$ cat src/rtl/airlock_pkg.sv
`default_nettype none
// ============================================================================
// Module   : airlock_pkg
// Purpose  : Shared state encoding, timer width and default timing limits
//            for the airlock pressurization sequencer.
// Revision : 1.0 - initial release
// ============================================================================
package airlock_pkg;

    localparam int                 c_TIMER_W           = 8;
    localparam logic [c_TIMER_W-1:0] c_TIMER_MAX       = 8'd255;

    localparam int                 c_ACK_WAIT_DEF      = 4;
    localparam int                 c_MAX_PRESS_DEF     = 8;
    localparam int                 c_UNLOCK_CYCLES_DEF = 3;

    typedef enum logic [2:0] {
        ST_IDLE   = 3'd0,
        ST_START  = 3'd1,
        ST_PRESS  = 3'd2,
        ST_UNLOCK = 3'd3,
        ST_FAULT  = 3'd4
    } state_t;

endpackage : airlock_pkg
`default_nettype wire

$ cat src/rtl/cycle_timer.sv
`default_nettype none
// ============================================================================
// Module   : cycle_timer
// Purpose  : Saturating per-state cycle timer with synchronous clear and a
//            terminal flag raised during the last cycle before i_limit.
// Revision : 1.0 - initial release
// ============================================================================
module cycle_timer
    import airlock_pkg::*;
(
    input  logic                 clk,
    input  logic                 rst_n,
    input  logic                 i_clear,
    input  logic                 i_enable,
    input  logic [c_TIMER_W-1:0] i_limit,
    output logic                 o_hit
);

    logic [c_TIMER_W-1:0] r_count;

    // Count cycles spent in the current state; stop at full scale.
    always_ff @(posedge clk or negedge rst_n) begin
        if (!rst_n) begin
            r_count <= '0;
        end else if (i_clear) begin
            r_count <= '0;
        end else if (i_enable && (r_count != c_TIMER_MAX)) begin
            r_count <= r_count + c_TIMER_W'(1);
        end
    end

    // Hit in the cycle whose closing edge makes the elapsed count reach i_limit.
    assign o_hit = (r_count >= (i_limit - c_TIMER_W'(1)));

endmodule : cycle_timer
`default_nettype wire

$ cat src/rtl/airlock_sequencer.sv
`default_nettype none
// ============================================================================
// Module   : airlock_sequencer
// Purpose  : Sequences an airlock pressurization cycle: request, pressurizer
//            handshake with timeouts, timed inner-door release, sticky fault.
// Revision : 1.0 - initial release
// ============================================================================
module airlock_sequencer
    import airlock_pkg::*;
#(
    parameter int unsigned ACK_WAIT      = c_ACK_WAIT_DEF,
    parameter int unsigned MAX_PRESS     = c_MAX_PRESS_DEF,
    parameter int unsigned UNLOCK_CYCLES = c_UNLOCK_CYCLES_DEF
) (
    input  logic       clock,
    input  logic       reset,
    input  logic       cycle_req,
    input  logic       door_closed,
    input  logic       pressurizing,
    input  logic       fault_clr,
    output logic       start,
    output logic       inner_unlock,
    output logic       busy,
    output logic       done,
    output logic       reject,
    output logic       fault,
    output logic [7:0] cycle_count
);

    localparam logic [c_TIMER_W-1:0] c_ACK_LIM    = c_TIMER_W'(ACK_WAIT);
    localparam logic [c_TIMER_W-1:0] c_PRESS_LIM  = c_TIMER_W'(MAX_PRESS);
    localparam logic [c_TIMER_W-1:0] c_UNLOCK_LIM = c_TIMER_W'(UNLOCK_CYCLES);

    state_t               r_state;
    state_t               w_next;
    logic [c_TIMER_W-1:0] w_limit;
    logic                 w_hit;
    logic                 w_tmr_clear;
    logic                 w_tmr_en;
    logic                 w_reject_d;
    logic                 w_done_d;

    logic                 r_start;
    logic                 r_unlock;
    logic                 r_busy;
    logic                 r_done;
    logic                 r_reject;
    logic                 r_fault;
    logic [7:0]           r_cycle_count;

    // Select the timeout limit that applies to the current state.
    always_comb begin
        w_limit = c_TIMER_MAX;
        case (r_state)
            ST_START:  w_limit = c_ACK_LIM;
            ST_PRESS:  w_limit = c_PRESS_LIM;
            ST_UNLOCK: w_limit = c_UNLOCK_LIM;
            default:   w_limit = c_TIMER_MAX;
        endcase
    end

    assign w_tmr_clear = (w_next != r_state);
    assign w_tmr_en    = (r_state != ST_IDLE);

    cycle_timer u_timer (
        .clk      (clock),
        .rst_n    (reset),
        .i_clear  (w_tmr_clear),
        .i_enable (w_tmr_en),
        .i_limit  (w_limit),
        .o_hit    (w_hit)
    );

    // Next-state logic; door breach in PRESS outranks completion.
    always_comb begin
        w_next     = r_state;
        w_reject_d = 1'b0;
        case (r_state)
            ST_IDLE: begin
                if (cycle_req) begin
                    if (door_closed) w_next = ST_START;
                    else             w_reject_d = 1'b1;
                end
            end
            ST_START: begin
                if (pressurizing) w_next = ST_PRESS;
                else if (w_hit)   w_next = ST_FAULT;
            end
            ST_PRESS: begin
                if (!door_closed)       w_next = ST_FAULT;
                else if (!pressurizing) w_next = ST_UNLOCK;
                else if (w_hit)         w_next = ST_FAULT;
            end
            ST_UNLOCK: begin
                if (w_hit) w_next = ST_IDLE;
            end
            ST_FAULT: begin
                if (fault_clr && !pressurizing) w_next = ST_IDLE;
            end
            default: w_next = ST_IDLE;
        endcase
        w_done_d = (r_state == ST_PRESS) && (w_next == ST_UNLOCK);
    end

    // State register.
    always_ff @(posedge clock or negedge reset) begin
        if (!reset) r_state <= ST_IDLE;
        else        r_state <= w_next;
    end

    // Registered outputs decoded from the state being entered.
    always_ff @(posedge clock or negedge reset) begin
        if (!reset) begin
            r_start       <= 1'b0;
            r_unlock      <= 1'b0;
            r_busy        <= 1'b0;
            r_done        <= 1'b0;
            r_reject      <= 1'b0;
            r_fault       <= 1'b0;
            r_cycle_count <= 8'd0;
        end else begin
            r_start  <= (w_next == ST_START);
            r_unlock <= (w_next == ST_UNLOCK);
            r_busy   <= (w_next != ST_IDLE);
            r_done   <= w_done_d;
            r_reject <= w_reject_d;
            r_fault  <= (w_next == ST_FAULT);
            if (w_done_d) r_cycle_count <= r_cycle_count + 8'd1;
        end
    end

    assign start        = r_start;
    assign inner_unlock = r_unlock;
    assign busy         = r_busy;
    assign done         = r_done;
    assign reject       = r_reject;
    assign fault        = r_fault;
    assign cycle_count  = r_cycle_count;

endmodule : airlock_sequencer
`default_nettype wire

$ cat config.mk
export PLATFORM = sky130hd
export DESIGN_NAME = airlock_sequencer
export DESIGN_NICKNAME = d
export VERILOG_FILES = /design/src/rtl/airlock_pkg.sv /design/src/rtl/cycle_timer.sv /design/src/rtl/airlock_sequencer.sv
export SDC_FILE = /design/constraint.sdc
export NUM_CORES = 1
export LEC_CHECK = 0
export ABC_AREA = 1
export CAP_MARGIN = 20
export CELL_PAD_IN_SITES_DETAIL_PLACEMENT = 1
export CELL_PAD_IN_SITES_GLOBAL_PLACEMENT = 2
export CORE_ASPECT_RATIO = 0.7
export CORE_UTILIZATION = 34
export CTS_BUF_LIST = sky130_fd_sc_hd__clkbuf_16
export CTS_CLUSTER_SIZE = 20
export DETAILED_ROUTE_END_ITERATION = 8
export PLACE_DENSITY_LB_ADDON = 0.05
export SETUP_SLACK_MARGIN = 0.3
export SLEW_MARGIN = 20
export SYNTH_ARGS = -nofsm -noshare
export SYNTH_HDL_FRONTEND = slang
export SYNTH_SLANG_ARGS = --single-unit
$ cat constraint.sdc
create_clock -name clock -period 5 [get_ports clock]
set_clock_uncertainty 0.15 [all_clocks]
set_input_delay 1 -clock clock [delete_from_list [all_inputs] [get_ports clock]]
set_output_delay 1 -clock clock [all_outputs]
set_load 0.03 [all_outputs]
### Word level (Yosys, flattened, before mapping)

Index checks and enable logic that the tools add are counted.

| storage, ports and cells | value |
|---|---|
| output and inout bits | 14 |
| bits of input ports | 6 |
| logic and storage cells | 45 |
| bits in registers | 25 |

| cells by class | value |
|---|---|
| eq/ne operators | 9 |
| add/sub/neg operators | 3 |
| order comparisons | 1 |
| reductions and logical operators | 8 |
| mux-type cells | 15 |

Operators with widths:

| kind | number |
|---|---|
| $mux W3 | 8 |
| $pmux W8 S3 | 1 |
| $add A8 B1 Y8 const B | 2 |
| $mux W8 | 2 |
| $pmux W3 S5 | 1 |
| $eq A3 B2 Y1 const B | 3 |
| $ge A8 B8 Y1 | 1 |
| $ne A8 B8 Y1 const B | 1 |
| $sub A8 B1 Y8 const B | 1 |
| $eq A3 B1 Y1 const B | 2 |
| $eq A3 B3 Y1 const B | 2 |
| $reduce_bool A3 Y1 | 2 |
| $logic_and A1 B1 Y1 | 3 |
| $logic_not A3 Y1 | 1 |
| $mux W1 | 3 |
| $ne A3 B3 Y1 | 1 |
| $reduce_bool A2 Y1 | 1 |
| $logic_not A1 Y1 | 1 |

### Longest topological paths before layout

Gate-level depths: netlist of run 1.

| logic depth | value |
|---|---|
| word-level depth | 10 |
| mapped depth | 16 |
| gate-level depth less buffers | 16 |

### Modules after synthesis

From an unflattened synthesis of run 1, not the netlist that was laid out.

| second synthesis, totals | value |
|---|---|
| cells, all modules | 235 |
| area total of the unflattened synthesis | 1,740.4 um^2 |

By module, submodules not included:

| module | area an instance (um^2) | times used | cells each | sequential area each (um^2) |
|---|---|---|---|---|
| airlock_sequencer | 923.4 | 1 | 118 | 425.4 |
| cycle_timer | 817.0 | 1 | 117 | 200.2 |

### Worst setup path before layout of run 1

Ideal clock, no wire load.

| timing | value |
|---|---|
| kind | register -> register |
| from | register r_state[0] |
| to | register u_timer.r_count[2] |
| arrival | 2.064 ns |
| path slack | 2.712 ns |
| buffers on the path | 0 |
| setup time | 0.074 ns |
| cell stages (with the launch flop) | 13 |
| clock period less this slack | 2.288 ns |
| required time | 4.776 ns |
| cells stage by stage | dfrtp_1 > nor2_2 > nor2_1 > ha_1 > nand2_1 > inv_1 > a21oi_1 > nand3_1 > nand2_1 > nand2_1 > o21ai_0 > nand3_4 > nor2_1 |

| between the ends | value |
|---|---|
| cells in the longest elaborated chain, start to end | 10 |
| elaborated cells on any way between the ends | 22 |
| classes of those cells | 1 x add/sub; 1 x order compare; 5 x eq/ne; 11 x mux; 4 x reduce/logical |

RTL lines:

| item | RTL line | source |
|---|---|---|
| start: declaration | airlock_sequencer.sv:34 | `state_t r_state;` |
| start signal: assignment | airlock_sequencer.sv:108 | `else r_state <= w_next;` |
| $eq A3 B2 Y1 or $eq A3 B1 Y1 (tied branches) | airlock_sequencer.sv:54, airlock_sequencer.sv:78 |  |
| $pmux W8 S3 | airlock_sequencer.sv:54 | `case (r_state)` |
| $sub A8 B1 Y8 | cycle_timer.sv:33 | `assign o_hit = (r_count >= (i_limit - c_TIMER_W'(1)));` |
| $ge A8 B8 Y1 | cycle_timer.sv:33 |  |
| $mux W3 | airlock_sequencer.sv:87, airlock_sequencer.sv:92 |  |
| $mux W3 | airlock_sequencer.sv:91 | `else if (!pressurizing) w_next = ST_UNLOCK;` |
| $mux W3 | airlock_sequencer.sv:90 | `if (!door_closed) w_next = ST_FAULT;` |
| $pmux W3 S5 | airlock_sequencer.sv:78 | `case (r_state)` |
| $ne A3 B3 Y1 | airlock_sequencer.sv:62 | `assign w_tmr_clear = (w_next != r_state);` |
| $mux W8 or $reduce_bool A2 Y1 (tied branches) | -- |  |
| end signal: assignment | cycle_timer.sv:28 | `r_count <= r_count + c_TIMER_W'(1);` |
| end: declaration | cycle_timer.sv:19 | `logic [c_TIMER_W-1:0] r_count;` |

Several ways; a longest one is shown, not always the timed one.
A chain may end at the register's enable or synchronous reset.

### Final worst setup path of run 1

| timing | value |
|---|---|
| from | register r_state[0] |
| to | register u_timer.r_count[4] |

Same word-level chain as after synthesis.

==> results.toml, run 1 <==
[detailed_routing]
routedWlPerCell_um = 13.7
vias_per_cell = 4.89
vias = 1217
wirelength_um = 3410
drtIter0Drc = 94
drc = 0
postRouteAntennaNets = 0
dr.pass1.iters = 4

[critical_path]
crit_required_ns = 5.04
critPathKind = "flop to flop"
r2r-end = "u_timer.r_count[4]"
crit_arrival_ns = 2.78
end_kind = "flop"
cp_common_cell = "nand2_1"
worst_path_dominant_cell_family = "simple AND/OR/NAND/NOR gates"
cpPeakStageDelay_ns = 0.47
slowest_stage = "dfrtp_1"
worstSetupStartpointType = "flop"
ff2ff_path_depth = 12
path_max_fanout = 8
r2r_slack_ns = 2.26
crit_chain = "nor2_2 > nor2_1 > ha_1 > nand2_1 > inv_1 > a21oi_1 > nand3_1 > nand2_1 > nand2_1 > o21ai_0 > nand3_4 > nor2_1"
r2r-start = "r_state[0]"
path_buf_inv = 1

[global_route]
grt_max_degree = 26
grt_pass1_wl_um = 5930
track_usage_pct = 16.9
grt_pass1_vias = 1244
grt_antenna_before_repair = 0
gr-total-overflow = 0

[floorplan]
dieArea_mm2 = 0.00453
dieWidth_um = 80.0
start_util_pct = 36.3
die_h_um = 56.6
core-area_mm2 = 0.00399
rows = 19
io_pins = 20

[min_path]
min_to = "cycle_count[7]"
worstHoldPathType = "flop to flop"
min_from = "cycle_count[7]"
holdPathStages = 1

[yosys]
synthAdderAreaFrac_pct = 7.77
synth_seq_cells = 25
syn_inst = 174
synth_xor_area_share_pct = 7.25
syn-cell-area_mm2 = 0.00145
ys_seq_area_share_pct = 43.2
synth-compound-area-share_pct = 4.75
ys_warn_count = 0
synth-simple-area-share_pct = 29.8
netlist.area_leader.share_pct = 43.2
postSynthAreaPerCell_um2 = 8.33
yosysUniqueCellTypes = 24
synth.area.top_cells = "dfrtp_1 43%, nand2_1 9.8%, ha_1 7.8%"
synth_top_family_by_area = "simple AND/OR/NAND/NOR gates"
synth_nets = 189
synth_area_leader_cell = "dfrtp_1"
synth.area.mux_share_pct = 0

[finish]
finalNonFillerCells = 249
area_growth_syn_to_layout_pct = 22.8
final_cell_area_mm2 = 0.00178
final_cell_mix = "38 x nand2_1, 25 x dfrtp_1, 23 x inv_1, 20 x nor2_1, 19 x clkdlybuf4s50_1"
final_common_cell = "nand2_1"
drive_gt1_share_pct = 10.7
fin_nets = 213
final_util_pct = 44.5
diodes = 0

[timing]
holdWs_ns = 0.346
grt_setup_unrepaired = "false"
fmax_mhz = 365
slew_headroom_pct = 72.8
fin_crit_ns = 2.74
setup_ws_ns = 2.26
finalHoldViolCount = 0
post-route-period-util_pct = 54.8
tns_ns = 0
finalSetupViolCount = 0
worst_pin_slew_ns = 0.403
slew_violations = 0

[clocking]
insertion_delay_ns = 0.26
root_buffer = "clkbuf_16"
hold_buffers = 0
cts_resized = 0
cts_buffers = 3
cts.clk_slew.worst_paths_ns = 0.06
post_cts_buffers = 0
cts_buffer_depth = 2
ctsHtreeMaxLevel = 1
cts_tree = "yes"
cts_sinks = 25

[place]
hpwl_um = 2730
place_ws_ns = 2.22
io_buffers = 19
gp_congestion = 0.812
placed_cell_area_mm2 = 0.00170
dp.cells = 245

[job]
max_cap_violations = 0

[run_status]
status = "finished, final reports clean"

[pwr]
fin_total_pwr_mw = 0.865
p_leak_nw = 0.911
power.density_mw_per_mm2 = 486
peakVddDrop_v = 0.000238
logic make-up (layout without fill, tap and decap cells):
kind of cell,after synthesis,after routing
xor+xnor,12,12
buf+inv,26,49
simple gates,90,90
compound gates,12,12
fa+ha+maj,9,9
flops,25,25
metal layers:
| metal | vias to the layer above | global-route usage, % | part of all wire (%) |
|---|---|---|---|
| li1 | 609 | - | - |
| met1 | 589 | 24.2 | 53 |
| met2 | 14 | 26.5 | 44 |
| met3 | 5 | 3.41 | 2.2 |
| met4 | 0 | 3.06 | 0.70 |
| met5 | - | 0 | 0 |
flip-flops by register name, summed over array words and instances (netlist names):
name / flops
u_timer.r_count: 8
busy: 1
reject: 1
fault: 1
start: 1
r_state: 3
inner_unlock: 1
cycle_count: 8
done: 1
Yosys cell counts:
cell      n
nand3_4   1
nand2_2   4
inv_1    22
ha_1      9
nand2_1  38
nand4_1   8
xor2_1    7
dfrtp_1  25
buf_6     1
nor3_1    4
nor2_1   20
nor2_4    1
nand3_2   1
xnor2_1   5
nor3b_1   1
o31ai_1   1
o21ai_0   5
nand2_4   1
inv_2     3
nand3_1   6
a21oi_1   3
nor2_2    5
a31o_2    1
a31oi_1   2
worst max-delay path by stage:
stage,to,slack [ns],cells after the start,start
2_1_floorplan,u_timer.r_count[2],2.71,12,r_state[0]
3_3_place_gp,u_timer.r_count[5],2.19,8,pressurizing
3_5_place_dp,u_timer.r_count[5],2.22,8,pressurizing
4_1_cts,u_timer.r_count[4],2.23,15,r_state[2]
5_1_grt,u_timer.r_count[7],1.99,15,r_state[2]
6_report,u_timer.r_count[4],2.26,12,r_state[0]
report_power, final:
part	internal, mW	switching [mW]	leakage [nW]
logic	0.143	0.260	0.531
clock network	0.107	0.0687	0.0423
registers	0.243	0.0443	0.338
area by class of cell:
| type | instances | area (um^2) |
|---|---|---|
| well taps | 52 | 65.1 |
| flip-flops and latches | 25 | 626 |
| fillers | 494 | 2210 |
| inverters | 25 | 93.8 |
| clock inverters | 1 | 3.75 |
| multi-input cells | 123 | 718 |
| repair buffers | 20 | 198 |
| clock buffers | 3 | 75.1 |
Power figures use the tool's default switching activity.
==> inputs of run 2 (changes only) <==
--- a/config.mk
+++ b/config.mk
@@ -10,7 +10,7 @@
 export CELL_PAD_IN_SITES_DETAIL_PLACEMENT = 1
 export CELL_PAD_IN_SITES_GLOBAL_PLACEMENT = 2
 export CORE_ASPECT_RATIO = 0.7
-export CORE_UTILIZATION = 34
+export CORE_UTILIZATION = 32
 export CTS_BUF_LIST = sky130_fd_sc_hd__clkbuf_16
 export CTS_CLUSTER_SIZE = 20
 export DETAILED_ROUTE_END_ITERATION = 8
==> constraint.sdc (replaced) <==
create_clock -name clock -period 2.8 [get_ports clock]
set_clock_uncertainty 0.15 [all_clocks]
set_input_delay 0.56 -clock clock [delete_from_list [all_inputs] [get_ports clock]]
set_output_delay 0.56 -clock clock [all_outputs]
set_load 0.03 [all_outputs]
==> results.toml, run 2 (synthesis results as in run 1) <==
[critical_path]
worstSetupStartpointType = "flop"
end_kind = "flop"
crit_chain = "nor2_4 > nor2_1 > ha_1 > nand2_1 > inv_1 > a21oi_4 > nand3_1 > nand2_1 > nand2_1 > o21ai_2 > nand3_4 > nor2_1"
cpPeakStageDelay_ns = 0.47
crit_arrival_ns = 2.40
crit_cells = 12
path_buf_inv = 1
path_max_fanout = 8
worst_path_dominant_cell_family = "simple AND/OR/NAND/NOR gates"
cp_common_cell = "nand2_1"
ff2ff_path_depth = 12
crit_required_ns = 2.84
slowest_stage = "dfrtp_2"
critPathKind = "flop to flop"
r2r_slack_ns = 0.44

[timing]
fin_crit_ns = 2.36
grt_setup_unrepaired = "false"
finalHoldViolCount = 0
worst_pin_slew_ns = 0.399
setup_ws_ns = 0.442
tns_ns = 0
slew_headroom_pct = 73.2
post-route-period-util_pct = 84.2
fmax_mhz = 424
finalSetupViolCount = 0
slew_violations = 0

[global_route]
grtUsageMet2_pct = 24.6
busiest_layer = "met1"
grt_antenna_before_repair = 0
use_met1_pct = 25.1
met3_usage_pct = 3.72
gr-total-overflow = 0
grt_pass1_vias = 1203
track_usage_pct = 16.8
grt_max_degree = 26
grt_pass1_wl_um = 5900

[floorplan]
io_pins = 20
core-area_mm2 = 0.00435
dieWidth_um = 82.4
die_h_um = 58.3
rows = 20
dieArea_mm2 = 0.00481
start_util_pct = 33.3

[pwr]
switching_power_mw = 0.703
comb_power_share_pct = 47.0
power.density_mw_per_mm2 = 885
p_int_mw = 0.918
fin_total_pwr_mw = 1.62
pwr-share-clk_pct = 20.8
p_leak_nw = 0.922
peakVddDrop_v = 0.000467
p_sw_share_pct = 43.4
seqPwrFrac_pct = 32.1

[clocking]
insertion_delay_ns = 0.26
cts_buffer_depth = 2
cts_sinks = 25
cts.clk_slew.worst_paths_ns = 0.07
cts_buffers = 3
root_buffer = "clkbuf_16"
hold_buffers = 0
cts_tree = "yes"
ctsHtreeMaxLevel = 1

[finish]
finalNonFillerCells = 254
fin_nets = 215
area_growth_syn_to_layout_pct = 26.4
drive_gt1_share_pct = 15.1
final_common_cell = "nand2_1"
final_cell_mix = "38 x nand2_1, 22 x inv_1, 22 x dfrtp_1, 19 x nor2_1, 19 x clkdlybuf4s50_1"
diodes = 0

[run_status]
violations = "DRC"
status = "finished, violations left"

[detailed_routing]
routedWlPerCell_um = 13.9
postRouteAntennaNets = 0
vias_per_cell = 4.69
drc = 1
vias = 1190
drtIter0Drc = 54
wirelength_um = 3540
dr.pass1.iters = 6

[min_path]
worstHoldPathType = "flop to flop"
holdPathStages = 1

[place]
hpwl_um = 2720
io_buffers = 19
dp.cells = 248
gp_congestion = 0.774
place_ws_ns = 0.0389

[job]
max_cap_violations = 0
[run 2: cell count changes in the layout (fill, tap and decap cells not counted), moves of 2 or more]
cell,change
buf_4,+2
dfrtp_1,-3
dfrtp_2,+3
o21ai_0,-2
[run 2: worst reg2reg max path, delay by kind of cell, from the launching register on]
| kind | cells | cell delay [ns] |
|---|---|---|
| and+or+nand+nor | 8 | 0.92 |
| DFF | 1 | 0.47 |
| adders and majority gates | 1 | 0.30 |
| buffers and inverters | 1 | 0.08 |
| AOI/OAI and AO/OA | 2 | 0.39 |
[run 2: final cells by class]
cell class | instances | area, um^2
fillers | 530 | 2520
flip-flops and latches | 25 | 629
inverters | 25 | 96.3
multi-input cells | 123 | 741
clock buffers | 3 | 75.1
clock inverters | 1 | 8.76
repair buffers | 22 | 213
well taps | 55 | 68.8
[run 2: per-stage QoR]
stage / util [%] / hold WS (ns) / cell area (um^2)
after floorplan: - / 0.114 / 1450
after global placement: 39.1 / 0.308 / 1700
after detailed placement: 39.1 / 0.316 / 1700
after CTS: 41.3 / 0.326 / 1800
after global routing: 42.1 / 0.349 / 1830
final: 42.1 / 0.317 / 1830
[run 2: power by group through the flow]
stage	combinational (mW)	sequential, mW	clock (mW)
6_report	0.762	0.521	0.338
5_1_grt	0.849	0.532	0.361
4_1_cts	0.737	0.515	0.354
3_5_place_dp	0.728	0.516	0
3_3_place_gp	0.717	0.513	0
2_1_floorplan	0.427	0.586	0
[run 2: worst paths after layout]
check / startpoint / endpoint
max: r_state[1] / u_timer.r_count[5]
min: cycle_count[7] / cycle_count[7]
max reg2reg: r_state[1] / u_timer.r_count[5]
min reg2reg: cycle_count[7] / cycle_count[7]
max in group asynchronous: reset / r_state[1]
min in group asynchronous: reset / u_timer.r_count[7]
[run 2: what timing repair did]
item | in CTS | in global routing
resized for setup | 3 | 8
buffers inserted | 0 | 2
pin swaps | 0 | 2
endpoints found under the setup margin | 8 | 8
[run 2: layer usage]
metal  wire (um)  share of wire [%]  vias up
li1            -                  -      609
met1        1860                 53      568
met2        1580                 45       13
met3          94                2.7        0
met4           0                  0        0
met5           0                  0        -
